--- src/rtl/hit_pkg.sv ---
// hit_pkg: shared types and constants for the hit scoring front end
package hit_pkg;
  localparam int REG_IDX_W = 5;
  localparam logic [REG_IDX_W-1:0] SCORE_REG_DEFAULT = 5'd30;
  typedef enum logic [1:0] {IDLE, ARMED, COOL} inj_state_t;
endpackage

--- src/rtl/btn_debouncer.sv ---
// btn_debouncer: two-flop synchronizer, stability counter and press strobe for an active-low button
module btn_debouncer #(
  parameter int DEBOUNCE_CYCLES = 1_000_000
) (
  input  logic clk,
  input  logic reset,
  input  logic btn_raw,
  output logic btn_stable,
  output logic press_strobe
);
  localparam int CW = $clog2(DEBOUNCE_CYCLES + 1);
  logic [1:0] sync;
  logic [CW-1:0] cnt;
  logic sync_out, accept;
  assign sync_out = sync[1];
  assign accept = (sync_out != btn_stable) && (cnt == CW'(DEBOUNCE_CYCLES - 1));
  always_ff @(posedge clk or negedge reset) begin
    if (!reset) begin
      sync <= 2'b11;
      cnt <= '0;
      btn_stable <= 1'b1;
      press_strobe <= 1'b0;
    end else begin
      sync <= {sync[0], btn_raw};
      cnt <= (sync_out == btn_stable || accept) ? '0 : cnt + 1'b1;
      btn_stable <= accept ? sync_out : btn_stable;
      // high for the first cycle btn_stable reads pressed
      press_strobe <= accept && !sync_out;
    end
  end
endmodule

--- src/rtl/hit_score_injector.sv ---
// hit_score_injector: classifies debounced presses as hit/miss and injects the pending hit count into the score register
module hit_score_injector
  import hit_pkg::*;
#(
  parameter int DEBOUNCE_CYCLES = 1_000_000,
  parameter int PEND_W = 3,
  parameter logic [REG_IDX_W-1:0] SCORE_REG = SCORE_REG_DEFAULT
) (
  input  logic                 clk,
  input  logic                 reset,
  input  logic                 btn_raw,
  input  logic                 target_lit,
  input  logic                 cpu_we,
  input  logic [REG_IDX_W-1:0] cpu_wreg,
  input  logic [31:0]          cpu_wdata,
  output logic                 rf_we,
  output logic [REG_IDX_W-1:0] rf_wreg,
  output logic [31:0]          rf_wdata,
  output logic                 hit_pulse,
  output logic                 miss_pulse,
  output logic [PEND_W-1:0]    pending,
  output logic                 overflow
);
  localparam logic [PEND_W-1:0] PEND_MAX = '1;
  inj_state_t state;
  logic btn_stable, press_strobe, press, lit_q, grant;
  btn_debouncer #(.DEBOUNCE_CYCLES(DEBOUNCE_CYCLES)) u_deb (
    .clk(clk),
    .reset(reset),
    .btn_raw(btn_raw),
    .btn_stable(btn_stable),
    .press_strobe(press_strobe)
  );
  assign press = press_strobe && !btn_stable;
  // grant steals the port only on cycles the CPU leaves it idle
  assign grant = (state == ARMED) && !cpu_we;
  assign rf_we = grant || cpu_we;
  assign rf_wreg = grant ? SCORE_REG : cpu_wreg;
  assign rf_wdata = grant ? 32'(pending) : cpu_wdata;
  always_ff @(posedge clk or negedge reset) begin
    if (!reset) begin
      lit_q <= 1'b0;
      hit_pulse <= 1'b0;
      miss_pulse <= 1'b0;
      pending <= '0;
      overflow <= 1'b0;
      state <= IDLE;
    end else begin
      lit_q <= target_lit;
      hit_pulse <= press && lit_q;
      miss_pulse <= press && !lit_q;
      // a hit landing on the grant edge becomes the new pending count
      pending <= grant ? PEND_W'(hit_pulse)
               : (hit_pulse && pending != PEND_MAX) ? pending + 1'b1 : pending;
      overflow <= overflow || (hit_pulse && !grant && pending == PEND_MAX);
      state <= (state == IDLE) ? ((pending != '0) ? ARMED : IDLE)
             : (state == ARMED) ? (grant ? COOL : ARMED) : IDLE;
    end
  end
endmodule

--- config.mk ---
export PLATFORM = sky130hd
export DESIGN_NAME = hit_score_injector
export DESIGN_NICKNAME = d
export VERILOG_FILES = /design/src/rtl/hit_pkg.sv /design/src/rtl/btn_debouncer.sv /design/src/rtl/hit_score_injector.sv
export SDC_FILE = /design/constraint.sdc
export NUM_CORES = 1
export LEC_CHECK = 0
export CAP_MARGIN = 20
export CORE_MARGIN = 3
export CORE_UTILIZATION = 37
export DETAILED_ROUTE_END_ITERATION = 8
export PLACE_DENSITY_LB_ADDON = 0.12
export SETUP_SLACK_MARGIN = 0.5
export SLEW_MARGIN = 25
export SYNTH_ARGS = -nofsm -noshare
export SYNTH_HDL_FRONTEND = slang
export SYNTH_SLANG_ARGS = --single-unit
--- constraint.sdc ---
create_clock -name clk -period 1.7 [get_ports clk]
set_input_delay 0.51 -clock clk [delete_from_list [all_inputs] [get_ports clk]]
set_output_delay 0.51 -clock clk [all_outputs]
set_load 0.005 [all_outputs]
==> flow_summary.ini, run 1 <==
[timing]
max_freq_mhz = 475
finalSetupViolations = 49
max-slew-margin-rel = 0.773
fin_worst_skew_ns = 0.00696
worst_slew_pin_slew_ns = 0.338
period_needed_ns = 2.11
fin_crit_sh = 1.24
hold_viol_final = 0
hold_ws_ns = 0.359
report.final.slew_viol_count = 0
grt_setup_unrepaired = true
setup_ws_ns = -0.406

[synthesis]
postSynthAreaPerCell_um2 = 9.43
ys.warnings.count = 0
synth_edf_count = 0
ys_ff_latch = 33
synth_ff_type = dfrtp_1
syn_area_um2 = 1800
ys_seq_area_frac = 0.461
netlist-cell-type-count = 33
async_flop_share = 1.00
synth_cells = 191
syn-num-nets = 237

[global_routing]
grt_use_total = 0.226
grt_pass1_wl_um = 9670
grt_max_degree = 34
grt_pass1_vias = 1954
overflow = 0
antenna_found_initial = 0

[die]
die_w_um = 75.8
num_io_pins = 86
core_um2 = 4530
start_util = 0.397
die_area_um2 = 5740
rows = 24
die_h_um = 75.8

[cells_and_area]
register_area_um2 = 837
drive_gt1_frac = 0.560
layout_common_cells = clkdlybuf4s50_1, buf_6, buf_4, buf_2, dfrtp_1
finalNonFillerCells = 413
final_common_cell = clkdlybuf4s50_1
fin_nets = 393
syn_to_final_growth_pct = 112
multi_input_area_um2 = 1300
fillers = 243
num_antenna_cells = 0

[clocking]
cts_tree = done
cts.reportedPaths.clkPinSlew_ns = 0.07
clock_path_buffers = 2
htreeDepth = 2
clock-sinks = 33
numCtsBuffers = 5
ctsRootBufferMaster = clkbuf_8
ctsHoldBuffers = 0
clk_latency_ns = 0.29

[critical_path]
crit_required_ns = 1.19
cp-start-kind = register
r2r_cells = 7
crit_fanout = 5
ff2ff_setup_slack_ns = -0.03
arrival_ns = 1.60
reg2reg_to = u_deb.cnt[8]$_DFF_PN0_
end_kind = output pin
r2r_start = u_deb.cnt[1]$_DFF_PN0_
crit_type = reg2out

[power]
p_sw_mw = 0.804
p_seq_frac = 0.298
clockPowerShare = 0.226
p_total_mw = 2.86
power.leakage_nw = 1.68
p_sw_frac = 0.281
p_per_area_nw_per_um2 = 747
ir_drop_v = 0.000734
internal_power_mw = 2.05
p_comb_frac = 0.475

[placement]
place_inst = 359
place_congestion = 0.815
dp_hpwl_um = 4140
io_buffers = 85

[drt]
routedWlPerCell_um = 17.2
viasPerCell = 4.95
ant_nets = 0
drt_iter0_markers = 51
num_vias = 2046
drc_errors = 0
route.final.wire_length_um = 7120
dr.pass1.iters = 4

[outcome]
status = complete, but fails checks
failed_checks = negative setup slack

[hold_path]
hold_end = u_deb.sync[1]$_DFF_PN1_
hold_class = reg2reg
min_from = u_deb.sync[0]$_DFF_PN1_
hold_depth = 0

[job]
max_cap_viol_count = 0
layer usage:
layer | global-route usage | routed length (µm)
met1 | 0.266 | 2770
met2 | 0.401 | 3690
met3 | 0.0554 | 546
met4 | 0.0718 | 114
met5 | 0 | 0
synth_stat cells (3+ instances only):
cell,instances,share of area
or2_2,4,0.014
dfrtp_1,30,0.42
mux2_2,4,0.025
nor2_1,21,0.044
o21ai_0,5,0.014
clkbuf_1,4,0.0083
o31ai_1,3,0.013
a21oi_1,10,0.028
ha_1,4,0.028
xnor2_1,9,0.044
inv_1,8,0.017
xor2_1,4,0.019
nand3_1,6,0.017
or3_1,6,0.021
dfstp_2,3,0.044
nor2b_1,31,0.11
nand4_1,3,0.010
nor4_1,5,0.017
nand2_1,11,0.023
or4_1,3,0.013
layout make-up:
| class | instances | area share |
|---|---|---|
| clock inverters | 1 | 0.00131 |
| flip-flops and latches | 33 | 0.219 |
| repair buffers | 155 | 0.385 |
| multi-input cells | 144 | 0.340 |
| inverters | 8 | 0.00785 |
| clock buffers | 7 | 0.0252 |
| well taps | 65 | 0.0213 |
power by group through the flow:
stage	sequential [mW]	clock (mW)	combinational, mW
after floorplan	0.867	0	0.282
final	0.853	0.647	1.36
after global placement	0.860	0	0.831
after detailed placement	0.861	0	0.839
after global routing	0.855	0.696	1.44
after CTS	0.851	0.657	1.11
state kept, by name, summed over array words and instances (netlist names), 2 cells and up:
name,flops
state,2
u_deb.sync,2
u_deb.cnt,20
pending,3
worst max-delay path by stage:
stage / to / cells past startpoint / from / slack (ns)
after floorplan: rf_wdata[0] / 2 / cpu_we / 0.04
after global placement: rf_wreg[1] / 5 / cpu_we / -0.91
after detailed placement: rf_wreg[3] / 5 / cpu_we / -0.96
after CTS: rf_wdata[2] / 5 / state[1]$_DFF_PN0_ / -0.37
after global routing: rf_wdata[1] / 5 / state[1]$_DFF_PN0_ / -0.46
final: rf_wdata[1] / 5 / state[1]$_DFF_PN0_ / -0.41
worst max-delay path: stages, from the launching register on:
cell	delay (ns)
dfrtp_1	0.41
nor3b_4	0.22
buf_6	0.17
buf_6	0.10
mux2_4	0.29
buf_6	0.12
logic make-up after synthesis:
logic type | share of synthesized area
DFF | 0.461
buffers and inverters | 0.0306
AOI/OAI and AO/OA | 0.0744
xor gates and xnor gates | 0.0632
and+or+nand+nor | 0.318
adders and majority gates | 0.0278
muxes | 0.0250
per-stage QoR:
stage	setup WS, ns	setup TNS, ns	cell area [µm²]	util
detailed placement	-0.961	-33.88	2970	0.654
global route	-0.462	-14.49	3820	0.844
floorplan	0.0441	0	1890	-
CTS	-0.371	-10.21	3490	0.770
finish	-0.406	-12.26	3820	0.844
global placement	-0.913	-32.53	2970	0.654
repair_timing:
item | in CTS | in global routing
setup endpoints to repair | 70 | 70
pin swaps | 18 | 8
hold endpoints to repair | 0 | 0
setup buffers | 28 | 13
cloned | 4 | 1
resized for setup | 237 | 69
(Power assumes the default switching activity.)
==> run 2, diff against run 1 <==
Settings changed: RECOVER_POWER set to 50.
==> flow_summary.ini, run 2 (synthesis results as in run 1) <==
[cells_and_area]
fin_nets = 393
drive_gt1_frac = 0.557
top_regs = u_deb.cnt (20), pending (3)
fillers = 245
top_register = u_deb.cnt
largest_register_ffs = 20
fin_util = 0.840
num_antenna_cells = 0
final_common_cell = clkdlybuf4s50_1
finalNonFillerCells = 413
syn_to_final_growth_pct = 112
layout_common_cells = clkdlybuf4s50_1, buf_6, buf_4, buf_2, dfrtp_1

[timing]
max-slew-margin-rel = 0.450
max_freq_mhz = 475
grt_setup_unrepaired = true
worst_slew_pin_slew_ns = 0.825
setup_ws_ns = -0.406
period_needed_ns = 2.11
hold_viol_final = 0
fin_crit_sh = 1.24
finalSetupViolations = 44
report.final.slew_viol_count = 0
fin_worst_skew_ns = 0.00694

[die]
die_h_um = 75.8
core_um2 = 4530
die_area_um2 = 5740
rows = 24
num_io_pins = 86
die_w_um = 75.8
start_util = 0.397

[clocking]
ctsHoldBuffers = 0
numCtsBuffers = 5
clock-sinks = 33
ctsRootBufferMaster = clkbuf_8
htreeDepth = 2
cts_tree = done
clock_path_buffers = 2
clk_latency_ns = 0.29
cts.reportedPaths.clkPinSlew_ns = 0.07

[placement]
place_inst = 359
place_congestion = 0.815
dp_hpwl_um = 4140
pre_cts_ws_ns = -0.961
io_buffers = 85

[global_routing]
grt_max_degree = 34
grt_use_total = 0.226
antenna_found_initial = 0
overflow = 0
grt_pass1_vias = 1954
grt_pass1_wl_um = 9670

[hold_path]
hold_class = reg2reg
min_from = u_deb.sync[0]$_DFF_PN1_

[critical_path]
path_delay_family = flip-flops
crit_fanout = 5
crit_chain = nor3b_4 > buf_6 > buf_6 > mux2_4 > buf_6
r2r_start = u_deb.cnt[1]$_DFF_PN0_
slowest_stage = dfrtp_1
crit_required_ns = 1.19
crit_start = state[1]$_DFF_PN0_
arrival_ns = 1.60
cp-start-kind = register
worstPathBufferInverterCount = 3
crit_top_cell = buf_6
crit_type = reg2out
slowest_delay_ns = 0.41
end_kind = output pin

[power]
ir_drop_v = 0.000730
p_total_mw = 2.85
power.leakage_nw = 1.68
p_per_area_nw_per_um2 = 748

[drt]
dr.pass1.iters = 4
ant_nets = 0
drt_iter0_markers = 51
drc_errors = 0
num_vias = 2038
route.final.wire_length_um = 7120
routedWlPerCell_um = 17.2
viasPerCell = 4.93

[outcome]
status = complete, but fails checks
failed_checks = negative setup slack

[job]
max_cap_viol_count = 0
run 2: per-layer routing:
layer,share of wire,up-vias,track usage
met1,0.40,988,0.266
met4,0.016,0,0.0718
li1,-,961,-
met2,0.52,77,0.401
met3,0.071,12,0.0554
met5,0,-,0
run 2: metrics by stage:
| stage | hold slack [ns] | setup TNS [ns] | cell area, µm² |
|---|---|---|---|
| finish | 0.360 | -12.21 | 3810 |
| CTS | 0.359 | -10.21 | 3490 |
| floorplan | 0.214 | 0 | 1890 |
| global route | 0.363 | -14.49 | 3810 |
| global placement | 0.346 | -32.53 | 2970 |
| detailed placement | 0.350 | -33.88 | 2970 |
run 2: timing repair:
| action | 4_1_cts | 5_1_grt |
|---|---|---|
| gates cloned | 4 | 1 |
| buffers inserted | 28 | 13 |
| endpoints found under the setup margin | 70 | 70 |
| pin swaps | 18 | 8 |
| gates resized for setup | 237 | 69 |
run 2: where the power goes:
part / leakage, nW / switching, mW / total (mW) / internal, mW
Sequential: 0.430 / 0.0302 / 0.852 / 0.822
Clock: 0.0542 / 0.280 / 0.646 / 0.366
Combinational: 1.20 / 0.492 / 1.35 / 0.861
run 2: area by class of cell:
cell class	instances	area (µm²)	share of cell area
Sequential cell	33	837	0.220
Multi-Input combinational cell	144	1300	0.342
Tap cell	65	81.3	0.0213
Inverter	8	30.0	0.00788
Clock inverter	1	5.00	0.00131
Clock buffer	7	96.3	0.0253
Timing Repair Buffer	155	1460	0.383
run 2: path summary, 6_finish.rpt:
kind	slack [ns]	end	cells past startpoint
max in group asynchronous	0.28	u_deb.cnt[0]$_DFF_PN0_	2
hold / removal	0.36	u_deb.sync[1]$_DFF_PN1_	0
min in group asynchronous	0.85	u_deb.cnt[18]$_DFF_PN0_	2
setup reg to reg	-0.03	u_deb.cnt[8]$_DFF_PN0_	7
setup / recovery	-0.41	rf_wdata[1]	5
hold reg to reg	0.36	u_deb.sync[1]$_DFF_PN1_	0
==> run 3, diff against run 2 <==
Settings changed: CORE_MARGIN 3 to 4.
==> flow_summary.ini, run 3 (synthesis results as in run 1) <==
[clocking]
clock_path_buffers = 2
clk_latency_ns = 0.28
ctsHoldBuffers = 0
clock-sinks = 33
htreeDepth = 2
numCtsBuffers = 5
ctsRootBufferMaster = clkbuf_8
cts_tree = done
cts.reportedPaths.clkPinSlew_ns = 0.06

[timing]
max_freq_mhz = 449
hold_viol_final = 0
fin_worst_skew_ns = 0.00470
grt_setup_unrepaired = true
max-slew-margin-rel = 0.457
worst_slew_pin_slew_ns = 0.815
report.final.slew_viol_count = 0
fin_crit_sh = 1.31
finalSetupViolations = 38
period_needed_ns = 2.23
setup_ws_ns = -0.525

[die]
die_area_um2 = 6050
rows = 25
die_w_um = 77.8
start_util = 0.381
num_io_pins = 86
die_h_um = 77.8
core_um2 = 4720

[global_routing]
grt_pass1_vias = 2045
antenna_found_initial = 0
overflow = 0
grt_max_degree = 34
grt_use_total = 0.225
grt_pass1_wl_um = 10600

[drt]
drt_iter0_markers = 44
viasPerCell = 4.80
routedWlPerCell_um = 17.1
num_vias = 1959
route.final.wire_length_um = 6960
dr.pass1.iters = 4
ant_nets = 0
drc_errors = 0

[critical_path]
crit_fanout = 5
end_kind = output pin
crit_required_ns = 1.19
cp-start-kind = register
crit_type = reg2out
arrival_ns = 1.72

[power]
p_per_area_nw_per_um2 = 744
p_comb_frac = 0.485
p_sw_frac = 0.286
p_seq_frac = 0.308
power.leakage_nw = 1.64
internal_power_mw = 1.98
p_sw_mw = 0.797
ir_drop_v = 0.000666
clockPowerShare = 0.207
p_total_mw = 2.78

[hold_path]
hold_class = reg2reg

[placement]
dp_hpwl_um = 4290
io_buffers = 85
place_congestion = 0.820

[cells_and_area]
top_register = u_deb.cnt
num_antenna_cells = 0
fin_util = 0.791
layout_common_cells = clkdlybuf4s50_1, buf_6, buf_4, dfrtp_1, buf_2
largest_register_ffs = 20
final_common_cell = clkdlybuf4s50_1
top_regs = u_deb.cnt (20), pending (3)
fin_nets = 387
syn_to_final_growth_pct = 108
drive_gt1_frac = 0.540

[outcome]
failed_checks = negative setup slack
status = complete, but fails checks

[job]
max_cap_viol_count = 0
run 3: final cells by class:
class	count	area, µm²
timing repair buffer	149	1410
multi-input combinational	144	1290
fill	287	986
sequential	33	835
clock buffer	7	86.3
tap	67	83.8
inverter	8	32.5
run 3: worst max-delay path: stages, from the launching register on:
cell and delay [ns]:
dfrtp_1 0.40, nor3b_4 0.17, buf_6 0.12, buf_6 0.11, buf_6 0.12, buf_12 0.12
buf_16 0.12, nor2b_1 0.13, buf_2 0.14
run 3: power groups by stage:
stage / sequential (mW) / clock, mW / combinational, mW
after floorplan: 0.867 / 0 / 0.282
after global placement: 0.862 / 0 / 0.877
after detailed placement: 0.861 / 0 / 0.887
after CTS: 0.850 / 0.608 / 1.17
after global routing: 0.861 / 0.643 / 1.43
final: 0.855 / 0.577 / 1.35
run 3: path summary, 6_finish.rpt:
kind | slack, ns | cells past startpoint | to | startpoint
worst max-delay path | -0.53 | 8 | rf_wdata[29] | state[0]$_DFF_PN0_
worst min-delay path | 0.36 | 0 | u_deb.sync[1]$_DFF_PN1_ | u_deb.sync[0]$_DFF_PN1_
worst max register to register | 0.04 | 6 | u_deb.cnt[4]$_DFF_PN0_ | u_deb.cnt[18]$_DFF_PN0_
worst min register to register | 0.36 | 0 | u_deb.sync[1]$_DFF_PN1_ | u_deb.sync[0]$_DFF_PN1_
max in group asynchronous | 0.29 | 2 | u_deb.cnt[12]$_DFF_PN0_ | reset
min in group asynchronous | 0.85 | 2 | miss_pulse$_DFF_PN0_ | reset
run 3: per-layer routing:
layer	global-route usage	part of all wire	vias up
li1	-	-	950
met2	0.413	0.53	68
met3	0.0673	0.067	13
met5	0	0	-
met1	0.245	0.39	928
met4	0.0747	0.019	0
run 3: per-stage QoR:
step | hold slack [ns] | area [µm²] | std cells | TNS, ns | worst slack (ns)
floorplan | 0.214 | 1890 | 191 | 0 | 0.0441
global placement | 0.346 | 2970 | 360 | -34.58 | -0.945
detailed placement | 0.356 | 2970 | 360 | -35.59 | -0.976
CTS | 0.363 | 3440 | 403 | -13.27 | -0.473
global route | 0.366 | 3740 | 408 | -17.69 | -0.604
finish | 0.360 | 3740 | 408 | -14.16 | -0.525
run 3: what timing repair did:
item / CTS / global route
buffers inserted: 30 / 5
setup endpoints to repair: 70 / 70
pin swaps: 19 / 12
cloned: 6 / 0
resized for setup: 224 / 67
